File: src/rtl/bunch_strobe_sequencer.sv
// Purpose: timing master for the bunch integrator; frames of strobes, then valid, then clear.
// Latency: first strobe 1+start_dly cycles after accepted trig; int_valid 2, dac_cond 3 after last strobe.
// Backpressure: none; trig outside IDLE is dropped and flagged with a one-cycle overrun pulse.
//
// Ports: clk_i/rst_n_i (sync active-low reset), trig_i frame request, start_dly_i/samp_len_i/
//   bunch_sep_i/nb_i/sel_cfg_i frame config (latched at accept), abort_i frame abort;
//   bunch_strb_o integrate enable, dac_cond_o accumulator clear, sel_o mux select,
//   int_valid_o sums-final pulse, busy_o frame in progress, overrun_o dropped trig,
//   frame_cnt_o completed-frame count.
// Build option: define STRB_ABORT_EN to let abort_i cut a frame short straight into CLEAR.
`timescale 1ns/1ps
module bunch_strobe_sequencer #(
   parameter int DLY_W = 7,
   parameter int LEN_W = 5,
   parameter int CNT_W = 16
) (
   input  logic             clk_i,
   input  logic             rst_n_i,
   input  logic             trig_i,
   input  logic [DLY_W-1:0] start_dly_i,
   input  logic [LEN_W-1:0] samp_len_i,
   input  logic [DLY_W-1:0] bunch_sep_i,
   input  logic [1:0]       nb_i,
   input  logic [1:0]       sel_cfg_i,
   input  logic             abort_i,
   output logic             bunch_strb_o,
   output logic             dac_cond_o,
   output logic [1:0]       sel_o,
   output logic             int_valid_o,
   output logic             busy_o,
   output logic             overrun_o,
   output logic [CNT_W-1:0] frame_cnt_o
);

   localparam int CW = (DLY_W > LEN_W) ? DLY_W : LEN_W;

   typedef enum logic [2:0] {
      S_IDLE, S_DELAY, S_STROBE, S_GAP, S_SETTLE, S_VALID, S_CLEAR
   } state_t;

   state_t           state_q;
   logic [CW-1:0]    cnt_q;
   logic [1:0]       bunch_q;
   logic [LEN_W-1:0] len_q;
   logic [DLY_W-1:0] sep_q;
   logic [1:0]       nb_q;
   logic             flush_q;    // set by reset: CLEAR must show one dac_cond before IDLE
   logic             bunch_strb_q, dac_cond_q, int_valid_q, busy_q, overrun_q;
   logic [1:0]       sel_q;
   logic [CNT_W-1:0] frame_cnt_q;
   logic             abort_hit;

   // Counters run down to 0, so load length-1; a zero length behaves as one cycle.
   function automatic logic [CW-1:0] len_ld(input logic [LEN_W-1:0] l);
      return (l == '0) ? '0 : CW'(l) - CW'(1);
   endfunction

   function automatic logic [CW-1:0] sep_ld(input logic [DLY_W-1:0] s);
      return (s == '0) ? '0 : CW'(s) - CW'(1);
   endfunction

`ifdef STRB_ABORT_EN
   assign abort_hit = abort_i && (state_q != S_IDLE) && (state_q != S_CLEAR);
`else
   logic unused_abort;
   assign unused_abort = abort_i;
   assign abort_hit    = 1'b0;
`endif

   always_ff @(posedge clk_i) begin
      if (!rst_n_i) begin
         state_q      <= S_CLEAR;
         flush_q      <= 1'b1;
         cnt_q        <= '0;
         bunch_q      <= '0;
         len_q        <= '0;
         sep_q        <= '0;
         nb_q         <= '0;
         bunch_strb_q <= 1'b0;
         dac_cond_q   <= 1'b0;
         int_valid_q  <= 1'b0;
         busy_q       <= 1'b0;
         overrun_q    <= 1'b0;
         sel_q        <= '0;
         frame_cnt_q  <= '0;
      end else begin
         overrun_q   <= trig_i && (state_q != S_IDLE);
         int_valid_q <= 1'b0;
         dac_cond_q  <= 1'b0;
         if (abort_hit) begin
            state_q      <= S_CLEAR;
            flush_q      <= 1'b0;
            bunch_strb_q <= 1'b0;
            dac_cond_q   <= 1'b1;
         end else begin
            case (state_q)
               S_IDLE: begin
                  if (trig_i) begin
                     sel_q   <= sel_cfg_i;
                     len_q   <= samp_len_i;
                     sep_q   <= bunch_sep_i;
                     nb_q    <= nb_i;
                     bunch_q <= '0;
                     busy_q  <= 1'b1;
                     if (start_dly_i == '0) begin
                        state_q      <= S_STROBE;
                        bunch_strb_q <= 1'b1;
                        cnt_q        <= len_ld(samp_len_i);
                     end else begin
                        state_q <= S_DELAY;
                        cnt_q   <= CW'(start_dly_i) - CW'(1);
                     end
                  end
               end
               S_DELAY, S_GAP: begin
                  if (cnt_q == '0) begin
                     state_q      <= S_STROBE;
                     bunch_strb_q <= 1'b1;
                     cnt_q        <= len_ld(len_q);
                  end else begin
                     cnt_q <= cnt_q - CW'(1);
                  end
               end
               S_STROBE: begin
                  if (cnt_q == '0) begin
                     bunch_strb_q <= 1'b0;
                     if (bunch_q == nb_q) begin
                        state_q <= S_SETTLE;   // no gap after the last bunch
                     end else begin
                        state_q <= S_GAP;
                        bunch_q <= bunch_q + 2'd1;
                        cnt_q   <= sep_ld(sep_q);
                     end
                  end else begin
                     cnt_q <= cnt_q - CW'(1);
                  end
               end
               // One idle cycle lets the integrator register its last addition.
               S_SETTLE: begin
                  state_q     <= S_VALID;
                  int_valid_q <= 1'b1;
                  frame_cnt_q <= frame_cnt_q + CNT_W'(1);
               end
               S_VALID: begin
                  state_q    <= S_CLEAR;
                  dac_cond_q <= 1'b1;
               end
               S_CLEAR: begin
                  if (flush_q) begin
                     flush_q    <= 1'b0;
                     dac_cond_q <= 1'b1;
                  end else begin
                     state_q <= S_IDLE;
                     busy_q  <= 1'b0;
                  end
               end
               default: state_q <= S_CLEAR;
            endcase
         end
      end
   end

   assign bunch_strb_o = bunch_strb_q;
   assign dac_cond_o   = dac_cond_q;
   assign sel_o        = sel_q;
   assign int_valid_o  = int_valid_q;
   assign busy_o       = busy_q;
   assign overrun_o    = overrun_q;
   assign frame_cnt_o  = frame_cnt_q;

endmodule

File: config.mk
export PLATFORM = sky130hd
export DESIGN_NAME = bunch_strobe_sequencer
export DESIGN_NICKNAME = d
export VERILOG_FILES = /design/src/rtl/bunch_strobe_sequencer.sv
export SDC_FILE = /design/constraint.sdc
export NUM_CORES = 1
export LEC_CHECK = 0
export ABC_AREA = 1
export BUFFER_PORTS_ARGS = -buffer_cell sky130_fd_sc_hd__buf_2
export CORE_ASPECT_RATIO = 1.2
export CORE_UTILIZATION = 35
export CTS_CLUSTER_SIZE = 20
export DETAILED_ROUTE_END_ITERATION = 8
export GPL_TIMING_DRIVEN = 0
export PLACE_DENSITY = 0.52
export SETUP_SLACK_MARGIN = 0.2
export SLEW_MARGIN = 20
export SYNTH_ARGS = -nofsm -noshare
export SYNTH_HDL_FRONTEND = slang
export SYNTH_SLANG_ARGS = --single-unit
File: constraint.sdc
create_clock -name clk_i -period 2.7 [get_ports clk_i]
set_clock_uncertainty 0.15 [all_clocks]
set_input_delay 0 -clock clk_i [delete_from_list [all_inputs] [get_ports clk_i]]
set_output_delay 0 -clock clk_i [all_outputs]
set_load 0.01 [all_outputs]
==> impl_metrics.json <==
{
  "period_minus_slack_ns": 1.91,
  "ys_ff_latch": 50,
  "synth_mux_area_frac": 0,
  "ys_types": 33,
  "syn_area_per_cell_um2": 6.36,
  "antenna_found_initial": 0,
  "synth_fa_ha_area_frac": 0.0286,
  "arrival_ns": 2.00,
  "drt_iter0_drc": 88,
  "regArea_um2": 1000,
  "drc_errors": 0,
  "post-route-period-util": 0.707,
  "grt_max_degree": 15,
  "drv_slew": 0,
  "syn-num-nets": 516,
  "ctsResizeCount": 0,
  "portBuffers": 48,
  "place_ws_ns": 0.839,
  "hold_viol": 0,
  "grt_first_pass_wirelength_um": 13600,
  "grt_pass1_vias": 3092,
  "post_cts_buffers": 0,
  "viasPerCell": 4.80,
  "die_h_um": 105,
  "num_vias": 3248,
  "fill_cells": 969,
  "power_density_nw_per_um2": 785,
  "worstMarginPinSlew_ns": 0.555,
  "drt-pass1-iter-count": 4,
  "rsz0062_at_grt": "no",
  "netlist_instances": 482,
  "clk_pin_slew_worst_paths_ns": 0.09,
  "utilization": 0.444,
  "synth-xor-area-share": 0.0286,
  "numCtsBuffers": 5,
  "synth_area_um2": 3070,
  "diodes": 0,
  "max_cap_violations": 0,
  "ant_nets": 0,
  "fmax_mhz": 524,
  "crit_type": "reg -> reg",
  "die_area_um2": 9140,
  "synth_compound_area_frac": 0.142,
  "core_area_um2": 8520,
  "final_area_um2": 3780,
  "grt.overflow.total": 0,
  "slew_headroom": 0.630,
  "routed_wl_um": 8260,
  "rows": 37,
  "cts_tree": "built",
  "setup_violations": 0,
  "synth_top_family_by_area": "simple AND/OR/NAND/NOR gates",
  "clk_latency_ns": 0.31,
  "place_area_um2": 3450,
  "wl_per_cell_um": 12.2,
  "ios": 50,
  "fin_ws_ns": 0.791,
  "clock_path_buffers": 2,
  "gp_congestion": 0.845,
  "area_growth_pct": 23.3,
  "max-vdd-ir-drop_v": 0.000307,
  "synth_warnings": 0,
  "finalPower_mw": 2.97,
  "hp-class": "in -> reg",
  "multi_input_area_um2": 1760,
  "hpwlAfterDp_um": 6380,
  "gr-usage-all-layers": 0.190,
  "setup_tns_ns": 0,
  "critPathLaunchType": "register",
  "htree_levels": 2,
  "critPathRequiredTime_ns": 2.79,
  "num-nets-final": 593,
  "die_w_um": 87.4,
  "numClockSinks": 50,
  "cts_root_buffer": "clkbuf_8",
  "worst-path-max-fanout": 10,
  "drive_gt1_frac": 0.148,
  "outcome": "completed",
  "ys_seq_area_frac": 0.327,
  "start_util": 0.360,
  "power_leakage_nw": 1.70,
  "yosys.area_share.simple": 0.376,
  "endpoint_kind": "register"
}
-- cell usage in the layout (no fill, tap or decap), drive strengths merged, types with 7 or more instances in the layout --
| cell | Yosys | routed |
|---|---|---|
| dlygate4sd3 | 0 | 22 |
| buf | 5 | 53 |
| inv | 67 | 67 |
| a21oi | 42 | 42 |
| dfxtp | 50 | 50 |
| nor3 | 13 | 13 |
| clkbuf | 4 | 11 |
| nand4 | 8 | 8 |
| nand2 | 117 | 117 |
| ha | 7 | 7 |
| nor2 | 66 | 66 |
| o21ai | 39 | 39 |
| nand3 | 47 | 47 |
| xor2 | 8 | 8 |
-- power breakdown --
part           total [mW]  internal (mW)  switching [mW]
Sequential           1.01          0.876           0.134
Combinational        1.42          0.513           0.907
Clock               0.535          0.278           0.257
-- cell families (layout without fill, tap and decap cells) --
kind of cell               count (synthesis)  after routing
and+or+nand+nor                          255            255
xor gates and xnor gates                  10             10
adders and majority gates                  7              7
AOI/OAI and AO/OA                         84             84
DFF                                       50             50
buffers and inverters                     76            154
-- per-stage QoR --
step	hold slack, ns	std cells
global route	0.0683	677
finish	0.00838	677
detailed placement	0.133	647
global placement	0.126	647
floorplan	0.0144	482
CTS	0.0115	677
-- what timing repair did --
action,in CTS,in global routing
endpoints found under the hold margin,19,0
setup endpoints to repair,0,0
hold buffers,22,0
-- routing by layer --
layer	GRT usage	share of wire	up-vias
met5	0	0	-
met4	0.0808	0.027	0
met3	0.0278	0.027	16
met2	0.345	0.51	62
met1	0.215	0.44	1461
li1	-	-	1709
-- registers in the layout, indices dropped and copies added, names as in the netlist --
| name | count |
|---|---|
| bunch_strb_o | 1 |
| bunch_q | 2 |
| state_q | 3 |
| overrun_o | 1 |
| nb_q | 2 |
| cnt_q | 7 |
| busy_o | 1 |
| frame_cnt_o | 16 |
| dac_cond_o | 1 |
| int_valid_o | 1 |
| sel_o | 2 |
| sep_q | 7 |
| flush_q | 1 |
| len_q | 5 |
-- area by class of cell --
type	instances	area share
plain buffers	9	0.0129
clock buffers	7	0.0202
clock inverters	1	0.00795
inverters	67	0.0672
multi-input cells	356	0.466
flip-flops and latches	50	0.265
well taps	117	0.0387
repair buffers	70	0.122
-- cell usage after synthesis (all sizes together) --
library cell,count,area [um^2]
nor4,1,12.5
inv,67,254
nor2,66,285
ha,7,87.6
nor3,13,70.1
nand3b,2,15.0
a21oi,42,214
nand2,117,459
nand4,8,50.1
clkbuf,4,15.0
o211ai,2,15.0
xor2,8,70.1
o21ai,39,199
buf,5,33.8
o21a,1,7.51
nand3,47,253
xnor2,2,17.5
or2,1,6.26
dfxtp,50,1000
-- final timing paths --
check / slack [ns] / to / from / depth (start not counted)
worst max register to register: 0.79 / sel_o[0] / state_q[2] / 6
worst max-delay path: 0.79 / sel_o[0] / state_q[2] / 6
worst min-delay path: 0.008 / cnt_q[6] / start_dly_i[6] / 7
worst min register to register: 0.32 / busy_o / busy_o / 2
-- critical path, stage by stage (launching register included) --
cell	delay (ns)
dfxtp_1	0.40
inv_2	0.14
nand2_4	0.08
nor2_4	0.25
nand3_1	0.11
dlygate4sd3_1	0.58
a21oi_1	0.13
Power figures use the tool's default switching activity.
